$ cat config.mk
export PLATFORM = sky130hd
export DESIGN_NAME = median_frame_scheduler
export DESIGN_NICKNAME = d
export VERILOG_FILES = /design/src/rtl/median_ctrl_pkg.sv /design/src/rtl/median_bank_tracker.sv /design/src/rtl/median_frame_scheduler.sv
export SDC_FILE = /design/constraint.sdc
export NUM_CORES = 1
export LEC_CHECK = 0
export CAP_MARGIN = 20
export CELL_PAD_IN_SITES_DETAIL_PLACEMENT = 1
export CELL_PAD_IN_SITES_GLOBAL_PLACEMENT = 1
export CORE_ASPECT_RATIO = 1.5
export CORE_MARGIN = 3
export CORE_UTILIZATION = 40
export DETAILED_ROUTE_END_ITERATION = 16
export GPL_TIMING_DRIVEN = 0
export HOLD_SLACK_MARGIN = 0.12
export PLACE_DENSITY = 0.95
export SETUP_SLACK_MARGIN = 0.4
export SLEW_MARGIN = 10
export SYNTH_ARGS = -nofsm -noshare
export SYNTH_HDL_FRONTEND = slang
export SYNTH_SLANG_ARGS = --single-unit
$ cat constraint.sdc
create_clock -name clk -period 3.35 [get_ports clk]
set_input_delay 0.5025 -clock clk [delete_from_list [all_inputs] [get_ports clk]]
set_output_delay 0.5025 -clock clk [all_outputs]
set_load 0.02 [all_outputs]
$ cat src/rtl/median_ctrl_pkg.sv
// Shared types and constants for the median filter frame scheduler.
package median_ctrl_pkg;

  localparam int IMAGEWIDTH               = 240;
  localparam int IMAGEHEIGHT              = 180;
  localparam int COUNT_W                  = 13;
  localparam int DEF_MAX_FRAME_CYCLES     = 200000;

  // Ownership of one ping-pong frame bank.
  typedef enum logic [1:0] {
    BANK_EMPTY,
    BANK_FULL,
    BANK_FILTERING
  } bank_state_t;

  // Filter sequencing states.
  typedef enum logic [2:0] {
    ST_IDLE,
    ST_ARM,
    ST_RUN,
    ST_SETTLE,
    ST_CAPTURE,
    ST_ABORT
  } filter_state_t;

  // Next ownership of one bank. The three events never target the same bank
  // in one cycle (a load needs EMPTY, a claim needs FULL, a free needs
  // FILTERING), so the priority order only documents intent.
  function automatic bank_state_t bank_next(bank_state_t cur, logic load,
                                            logic claim, logic free);
    bank_state_t nxt;
    nxt = cur;
    if (load) begin
      nxt = BANK_FULL;
    end else if (claim) begin
      nxt = BANK_FILTERING;
    end else if (free) begin
      nxt = BANK_EMPTY;
    end
    return nxt;
  endfunction

endpackage

$ cat src/rtl/median_bank_tracker.sv
// Tracks ownership of the two frame banks, steers the loader and picks the
// oldest full bank for the filter.
module median_bank_tracker
  import median_ctrl_pkg::*;
(
  input  logic       clk,
  input  logic       reset,
  input  logic       frame_load_done,
  input  logic       claim,
  input  logic       claim_bank,
  input  logic       free_en,
  input  logic       free_bank,
  output logic       load_enable,
  output logic       load_bank,
  output logic [1:0] bank_full,
  output logic       full_avail,
  output logic       oldest_bank
);

  bank_state_t bank_q [2];
  logic        load_bank_q;
  logic        last_loaded_q;
  logic        load_fire;
  logic        full0;
  logic        full1;

  // A load is only accepted while the targeted bank is free; pulses at other
  // times are dropped without any state change.
  assign load_enable = (bank_q[load_bank_q] == BANK_EMPTY);
  assign load_fire   = frame_load_done & load_enable;
  assign load_bank   = load_bank_q;

  assign full0      = (bank_q[0] == BANK_FULL);
  assign full1      = (bank_q[1] == BANK_FULL);
  assign full_avail = full0 | full1;
  // With both banks waiting, the one not loaded most recently is older.
  assign oldest_bank = (full0 && full1) ? ~last_loaded_q : full1;
  assign bank_full   = {bank_q[1] != BANK_EMPTY, bank_q[0] != BANK_EMPTY};

  // Bank ownership and loader pointer update.
  always_ff @(posedge clk) begin
    if (reset) begin
      bank_q[0]     <= BANK_EMPTY;
      bank_q[1]     <= BANK_EMPTY;
      load_bank_q   <= 1'b0;
      last_loaded_q <= 1'b0;
    end else begin
      bank_q[0] <= bank_next(bank_q[0], load_fire && !load_bank_q,
                             claim && !claim_bank, free_en && !free_bank);
      bank_q[1] <= bank_next(bank_q[1], load_fire && load_bank_q,
                             claim && claim_bank, free_en && free_bank);
      if (load_fire) begin
        load_bank_q   <= ~load_bank_q;
        last_loaded_q <= load_bank_q;
      end
    end
  end

endmodule

$ cat src/rtl/median_frame_scheduler.sv
// Sequences the median-window filter over ping-pong frame banks and returns
// each frame's active-window count through a valid/ready result port.
//
// Result handshake: resultValid rises with resultCount and both stay stable
// until a cycle where resultValid & resultReady are both high; resultValid
// is low from the following cycle. No new frame is armed while a result is
// pending, which is what back-pressures the loader.
module median_frame_scheduler #(
  parameter int COUNT_W          = median_ctrl_pkg::COUNT_W,
  parameter int SETTLE_CYCLES    = 2,
  parameter int MAX_FRAME_CYCLES = median_ctrl_pkg::DEF_MAX_FRAME_CYCLES,
  parameter int WDOG_W           = 18
) (
  input  logic                            clk,
  input  logic                            reset,
  output logic                            loadEnable,
  output logic                            loadBank,
  input  logic                            frameLoadDone,
  output logic                            filterStart,
  output logic                            filterBank,
  input  logic                            filterDone,
  input  logic [COUNT_W-1:0]              activeWindowsIn,
  output logic [COUNT_W-1:0]              resultCount,
  output logic                            resultValid,
  input  logic                            resultReady,
  output logic [1:0]                      bankFull,
  output logic                            watchdogErr,
  output median_ctrl_pkg::filter_state_t  debugState
);

  import median_ctrl_pkg::*;

  localparam int                SETTLE_W    = $clog2(SETTLE_CYCLES + 1);
  // SETTLE lasts SETTLE_CYCLES-1 cycles so CAPTURE samples the count exactly
  // SETTLE_CYCLES cycles after filterDone was seen.
  localparam logic [SETTLE_W-1:0] SETTLE_LAST =
    SETTLE_W'((SETTLE_CYCLES > 1) ? SETTLE_CYCLES - 2 : 0);
  localparam logic [WDOG_W-1:0]   WDOG_LIMIT  = WDOG_W'(MAX_FRAME_CYCLES - 1);

  filter_state_t         state_q;
  filter_state_t         state_d;
  logic                  filter_bank_q;
  logic [WDOG_W-1:0]     wdog_q;
  logic [SETTLE_W-1:0]   settle_q;
  logic                  claim;
  logic                  free_en;
  logic                  capture;
  logic                  abort;
  logic                  full_avail;
  logic                  oldest_bank;

  median_bank_tracker u_tracker (
    .clk             (clk),
    .reset           (reset),
    .frame_load_done (frameLoadDone),
    .claim           (claim),
    .claim_bank      (oldest_bank),
    .free_en         (free_en),
    .free_bank       (filter_bank_q),
    .load_enable     (loadEnable),
    .load_bank       (loadBank),
    .bank_full       (bankFull),
    .full_avail      (full_avail),
    .oldest_bank     (oldest_bank)
  );

  // Start is held through CAPTURE so the count is still valid when sampled;
  // it drops the cycle after, clearing the filter's counters.
  assign filterStart = (state_q == ST_RUN) || (state_q == ST_SETTLE) ||
                       (state_q == ST_CAPTURE);
  assign filterBank  = filter_bank_q;
  assign debugState  = state_q;

  // Next-state and per-state strobes.
  always_comb begin
    state_d = state_q;
    claim   = 1'b0;
    free_en = 1'b0;
    capture = 1'b0;
    abort   = 1'b0;
    case (state_q)
      ST_IDLE: begin
        if (full_avail && !resultValid) begin
          claim   = 1'b1;
          state_d = ST_ARM;
        end
      end
      ST_ARM: state_d = ST_RUN;
      ST_RUN: begin
        if (filterDone) begin
          if (SETTLE_CYCLES > 1) begin
            state_d = ST_SETTLE;
          end else begin
            state_d = ST_CAPTURE;
          end
        end else if (wdog_q == WDOG_LIMIT) begin
          state_d = ST_ABORT;
        end
      end
      ST_SETTLE: begin
        if (settle_q == SETTLE_LAST) begin
          state_d = ST_CAPTURE;
        end
      end
      ST_CAPTURE: begin
        capture = 1'b1;
        free_en = 1'b1;
        state_d = ST_IDLE;
      end
      ST_ABORT: begin
        abort   = 1'b1;
        free_en = 1'b1;
        state_d = ST_IDLE;
      end
      default: state_d = ST_IDLE;
    endcase
  end

  // State register, watchdog, settle timer and result port.
  always_ff @(posedge clk) begin
    if (reset) begin
      state_q       <= ST_IDLE;
      filter_bank_q <= 1'b0;
      wdog_q        <= '0;
      settle_q      <= '0;
      resultCount   <= '0;
      resultValid   <= 1'b0;
      watchdogErr   <= 1'b0;
    end else begin
      state_q <= state_d;
      if (claim) begin
        filter_bank_q <= oldest_bank;
      end
      // Watchdog counts RUN cycles only and saturates at the abort point.
      if (state_q == ST_RUN) begin
        if (wdog_q != WDOG_LIMIT) begin
          wdog_q <= wdog_q + WDOG_W'(1);
        end
      end else begin
        wdog_q <= '0;
      end
      if (state_q == ST_SETTLE) begin
        settle_q <= settle_q + SETTLE_W'(1);
      end else begin
        settle_q <= '0;
      end
      if (capture) begin
        resultCount <= activeWindowsIn;
        resultValid <= 1'b1;
      end else if (resultValid && resultReady) begin
        resultValid <= 1'b0;
      end
      if (abort) begin
        watchdogErr <= 1'b1;
      end
    end
  end

endmodule

# After elaboration in Yosys (flattened, before gate mapping)
# Memory sizes are Yosys's and may differ from the RTL's. A register that Yosys moved wholly into a read port is not among the register bits.
# Index checks and enable logic that the tools add are counted.
# classes
n_addsub	2
reduce_logical	25
n_eq_ne	12
n_bitwise	8
n_mux	28
# op_table
operator	n
2-bit 2-to-1 mux	10
18-bit by 1-bit adder with 18-bit output, second input constant	1
18-bit equality test, second input constant	1
18-bit != test, second input constant	1
1-bit 2-to-1 mux	13
3-bit 2-to-1 mux	4
3-bit case mux with 4 select lines	1
1-bit logical AND	9
3-bit by 2-bit equality test with 1-bit output, second input constant	2
3-bit equality test, second input constant	2
2-bit nonzero test	3
2-bit OR reduction	3
2-bit by 1-bit equality test with 1-bit output, second input constant	2
1-bit zero test	4
2-bit zero test	2
1-bit inverter	4
3-bit by 1-bit equality test with 1-bit output, second input constant	1
3-bit zero test	1
3-bit by 2-bit != test with 1-bit output, second input constant	1
1-bit OR	3
3-bit AND reduction	1
2-bit by 1-bit adder with 2-bit output, second input constant	1
1-bit logical OR	2
2-bit by 1-bit != test with 1-bit output, second input constant	1
2 further kinds	2
# word_totals
word_cells	85
ram_bits	4
in_bits	18
output_inout_bits	24
mem_count	1
reg_bits	41
# memory_table
memory	words	width	rd	rd_clocked_by_memory_dff	write_ports	line_no	rtl
u_tracker.bank_q	2	2	3	1	2	median_bank_tracker.sv:20	bank_state_t bank_q [2];

# Logic depth before layout (Yosys ltp)
# depth
ltp_word	10
ltp_mapped	6
depth_no_buf	6

# Cells and area by module
# Synthesis repeated with hierarchy kept, for this count alone.
# hier_totals
cells_unflattened	240
hier_area_um2	2068.2
# modules_own_cells
mod	instances	cells_each	area_each_um2	seq_area_each_um2
median_frame_scheduler	1	200	1716.6	780.7
median_bank_tracker	1	40	351.6	140.1

# Least setup slack after synthesis
# No wires, ideal clock.
# synth_path
path_kind	register to output
from	register state_q[0] (netlist: debugState[0])
to	output port filterStart
path_slack_ps	1267
path_stages_with_launch	6
t_arrival_ps	1580
t_required_ps	2847
path_buffers	2
path_cell_list	dfxtp_1 > clkbuf_1 > nor2_1 > nand2_1 > clkbuf_1 > o21ai_0
# synth_via
elab_chain_cells	3
word_cells_on_any_way	5
classes_between	3 x eq/ne; 2 x reduce/logical
# synth_lines
item	line_no	rtl
start, declared	median_frame_scheduler.sv:40	filter_state_t state_q;
start signal, assigned	median_frame_scheduler.sv:130	state_q <= state_d;
3-bit by 2-bit equality test with 1-bit output	median_frame_scheduler.sv:69	assign filterStart = (state_q == ST_RUN) || (state_q == ST_SETTLE) ||
1-bit logical OR	median_frame_scheduler.sv:69	
1-bit logical OR *	median_frame_scheduler.sv:69	
end, declared	median_frame_scheduler.sv:19	output logic filterStart,
# Mark *: on every way between the ends. The rest lies on a longest branch, timed or not.

# Worst setup path in the final report
# Same ends and word-level chain as after synthesis.

==> results.sh <==
export IMPL_clock_root_buffer="clkbuf_8"
export IMPL_finalClockSkew_ns=0.00632
export IMPL_dieHeight_um=92.8
export IMPL_crit_top_cell="clkbuf_2"
export IMPL_maxSlewViolCount=0
export IMPL_post_place_cells=349
export IMPL_worst_setup_path_startpoint="debugState[0]$_SDFFE_PP0P_"
export IMPL_track_usage=0.200
export IMPL_total_die_area_um2=5920
export IMPL_yosys_top_cells_area="dfxtp_1 (46%), nand2_1 (7.5%), a21oi_1 (6.0%)"
export IMPL_ys_seq_area_frac=0.459
export IMPL_grt_first_pass_wirelength_mm=9.41
export IMPL_htree_num_levels=2
export IMPL_min_delay_path_depth=1
export IMPL_clock_latency_ns=0.30
export IMPL_max_slew_margin_rel=0.592
export IMPL_drt_first_iter_violations=81
export IMPL_setup_ws_ns=0.603
export IMPL_num_io_pins=42
export IMPL_place_congestion=0.749
export IMPL_yosysWarningCount=0
export IMPL_finalCritPeriodShare=0.820
export IMPL_finalHoldViolations=0
export IMPL_synth_cell_area_um2=2010
export IMPL_worst_path_max_fanout=10
export IMPL_drive_above_1_share=0.0751
export IMPL_dr_pass1_iters=4
export IMPL_drc=0
export IMPL_maxCapViolCount=0
export IMPL_critPathArrivalTime_ns=2.24
export IMPL_worst_setup_hold_path_clk_slew_ns=0.09
export IMPL_dp_hpwl_mm=4.13
export IMPL_postSynthNetCount=267
export IMPL_setup_viol=0
export IMPL_row_count=30
export IMPL_detail_route_wl_per_cell_um=15.3
export IMPL_rr_startpoint="wdog_q[0]$_SDFFE_PP0P_"
export IMPL_synth_distinct_cells=39
export IMPL_crit_path_start_kind="flip-flop"
export IMPL_buffer_ports_inserted=40
export IMPL_ctsLongestPathBuffers=2
export IMPL_initial_standard_cell_utilization_of_the_core=0.428
export IMPL_cp_cell_sequence="clkbuf_2 -> nor2_1 -> nand2_1 -> clkbuf_2 -> o21ai_0 -> clkdlybuf4s50_1"
export IMPL_max_clock_freq_mhz=364
export IMPL_regArea_um2=921
export IMPL_grt_setup_unrepaired="false"
export IMPL_worst_ir_drop_vdd_uv=348
export IMPL_synth_top_area_frac=0.459
export IMPL_totalNegativeSetupSlack_ns=0
export IMPL_totalPowerFinal_w=0.00147
export IMPL_cp_slowest_cell="clkdlybuf4s50_1"
export IMPL_cell_accounting_for_the_most_synthesized_area="dfxtp_1"
export IMPL_antenna_violating_nets_post_route=0
export IMPL_nFillCells=592
export IMPL_worst_r2r_endpoint="wdog_q[16]$_SDFFE_PP0P_"
export IMPL_synthCells=245
export IMPL_timing_hold_worst_class="reg -> reg"
export IMPL_detail_route_vias_per_cell=5.35
export IMPL_cp_endpoint="filterStart"
export IMPL_layoutNonFillerInstCount=357
export IMPL_core_area_um2=4690
export IMPL_first_global_vias=2114
export IMPL_worst_path_largest_cell_delay_ns=0.64
export IMPL_status="complete, no violations"
export IMPL_antenna_violations_before_repair=0
export IMPL_synth_simple_gate_area_frac=0.297
export IMPL_r2r_worst_path_cells=5
export IMPL_synth_compound_gate_area_share=0.137
export IMPL_r2r_slack_ns=1.41
export IMPL_postSynthRegisterBits=46
export IMPL_fraction_of_the_mapped_netlist_area_in_adder_cells=0.0249
export IMPL_post_cts_setup_buffers=0
export IMPL_multi_input_area_um2=1000
export IMPL_synthXorXnorAreaFrac=0.0305
export IMPL_route_final_wire_length_mm=5.46
export IMPL_worst_ep_required_time_ns=2.85
export IMPL_clock_sink_count=46
export IMPL_routed_via_count=1909
export IMPL_worst_slew_pin_slew_ns=0.611
export IMPL_dieWidth_um=63.8
export IMPL_post_place_setup_slack_ns=0.632
export IMPL_tritoncts_clock_tree="yes"
export IMPL_grt_max_degree=15
export IMPL_power_per_unit_of_standard_cell_area_nw_per_um2=567
export IMPL_worst_setup_ep_type="primary output"
export IMPL_antennaDiodeCount=0
export IMPL_grt_remaining_overflow=0
export IMPL_cellLeakagePower_nw=0.873
export IMPL_synth_area_mux_share=0.00998
export IMPL_synth_avg_cell_area_um2=8.19
export IMPL_timing_final_crit_period_ns=2.75
export IMPL_cts_buffers=5
export IMPL_main_combinational_cell_family_by_area_after_synthesis="simple AND/OR/NAND/NOR gates"
export IMPL_crit_type="reg -> out"
export IMPL_area_growth_syn_to_layout_pct=28.9
export IMPL_nNetsFinal=314
-- cell usage after synthesis (all sizes together) --
library cell and n:
nor2 20, nand3b 2, nor4 4, or3 4
xor2 1, xnor2 6, a22oi 1, nor3 9
nand2 40, clkbuf 10, nor4b 3, and2 1
o2111ai 1, nand2b 5, a21boi 1, mux2i 2
and3 4, buf 1, a211oi 2, dfxtp 46
or2 3, nand4 2, nor3b 1, inv 11
a21oi 24, o21ai 12, nand3 10, a31o 1
a31oi 6, a21bo 1, or4b 1, ha 4
and4b 2, or4 3, nor2b 1
-- repair_timing --
action                                  CTS  global route
endpoints found under the setup margin    1             1
resized for setup                         2             4
hold buffers                              0             0
-- layer usage --
layer / part of all wire / GRT usage
met1: 0.36 / 0.190
met2: 0.56 / 0.382
met3: 0.047 / 0.0534
met4: 0.028 / 0.101
met5: 0 / 0
-- cells by family (layout without fill, tap and decap cells) --
kind of cell | Yosys count | count (layout)
simple gates | 115 | 115
fa+ha+maj | 4 | 4
mux | 2 | 2
xor+xnor | 7 | 7
buf+inv | 22 | 70
flops | 46 | 46
compound gates | 49 | 49
-- area by class of cell --
type | instances | share of cell area
plain buffers | 11 | 0.0179
well taps | 64 | 0.0309
inverters | 11 | 0.0160
clock buffers | 6 | 0.0319
flip-flops and latches | 46 | 0.356
clock inverters | 2 | 0.00484
multi-input cells | 177 | 0.388
repair buffers | 40 | 0.155
-- cell usage in the layout, fill, tap and decap left out, drive strengths merged, types with 2 or more instances in the layout --
master         instances
and3                   4
nor2                  20
or4                    3
mux2i                  2
a31oi                  6
or3                    4
clkdlybuf4s50         40
clkbuf                16
or2                    3
nand2b                 5
o21ai                 12
a211oi                 2
nand2                 40
ha                     4
xnor2                  6
nand4                  2
inv                   11
nor4b                  3
nand3b                 2
dfxtp                 46
nand3                 10
and4b                  2
nor3                   9
a21oi                 24
nor4                   4
-- report_power, final --
part           total [W]  switching [W]  internal (W)
sequential      0.000646      0.0000505      0.000596
combinational   0.000465       0.000254      0.000211
clock           0.000357       0.000191      0.000166
-- state kept, by name (all words and copies together), names as in the netlist, named ones only --
| signal | count |
|---|---|
| settle_q | 2 |
| resultValid | 1 |
| u_tracker.bank_q | 4 |
| resultCount | 13 |
| watchdogErr | 1 |
| debugState | 3 |
| u_tracker.last_loaded_q | 1 |
| wdog_q | 18 |
| u_tracker.load_bank | 1 |
| filterBank | 1 |
-- per-stage QoR --
stage,hold WS (ns),area (um^2),utilization
after detailed placement,0.410,2490,0.530
after CTS,0.442,2580,0.551
after global placement,0.403,2490,0.530
final,0.439,2590,0.551
after floorplan,0.393,2010,-
after global routing,0.453,2590,0.551
-- worst max-delay path: cells and delay by family, from the launching register on --
kind	cells	cell delay, ns
buffers and inverters	3	1.10
DFF	1	0.35
and+or+nand+nor	2	0.37
AOI/OAI and AO/OA	1	0.12
-- worst min-delay path by stage --
stage	start	to	slack, ns
3_5_place_dp	settle_q[0]$_SDFF_PP0_	settle_q[0]$_SDFF_PP0_	0.41
4_1_cts	settle_q[0]$_SDFF_PP0_	settle_q[0]$_SDFF_PP0_	0.44
2_1_floorplan	settle_q[0]$_SDFF_PP0_	settle_q[0]$_SDFF_PP0_	0.39
5_1_grt	settle_q[0]$_SDFF_PP0_	settle_q[0]$_SDFF_PP0_	0.45
3_3_place_gp	settle_q[0]$_SDFF_PP0_	settle_q[0]$_SDFF_PP0_	0.40
6_report	settle_q[0]$_SDFF_PP0_	settle_q[0]$_SDFF_PP0_	0.44
Note: power is estimated with default switching activity, not from simulation.
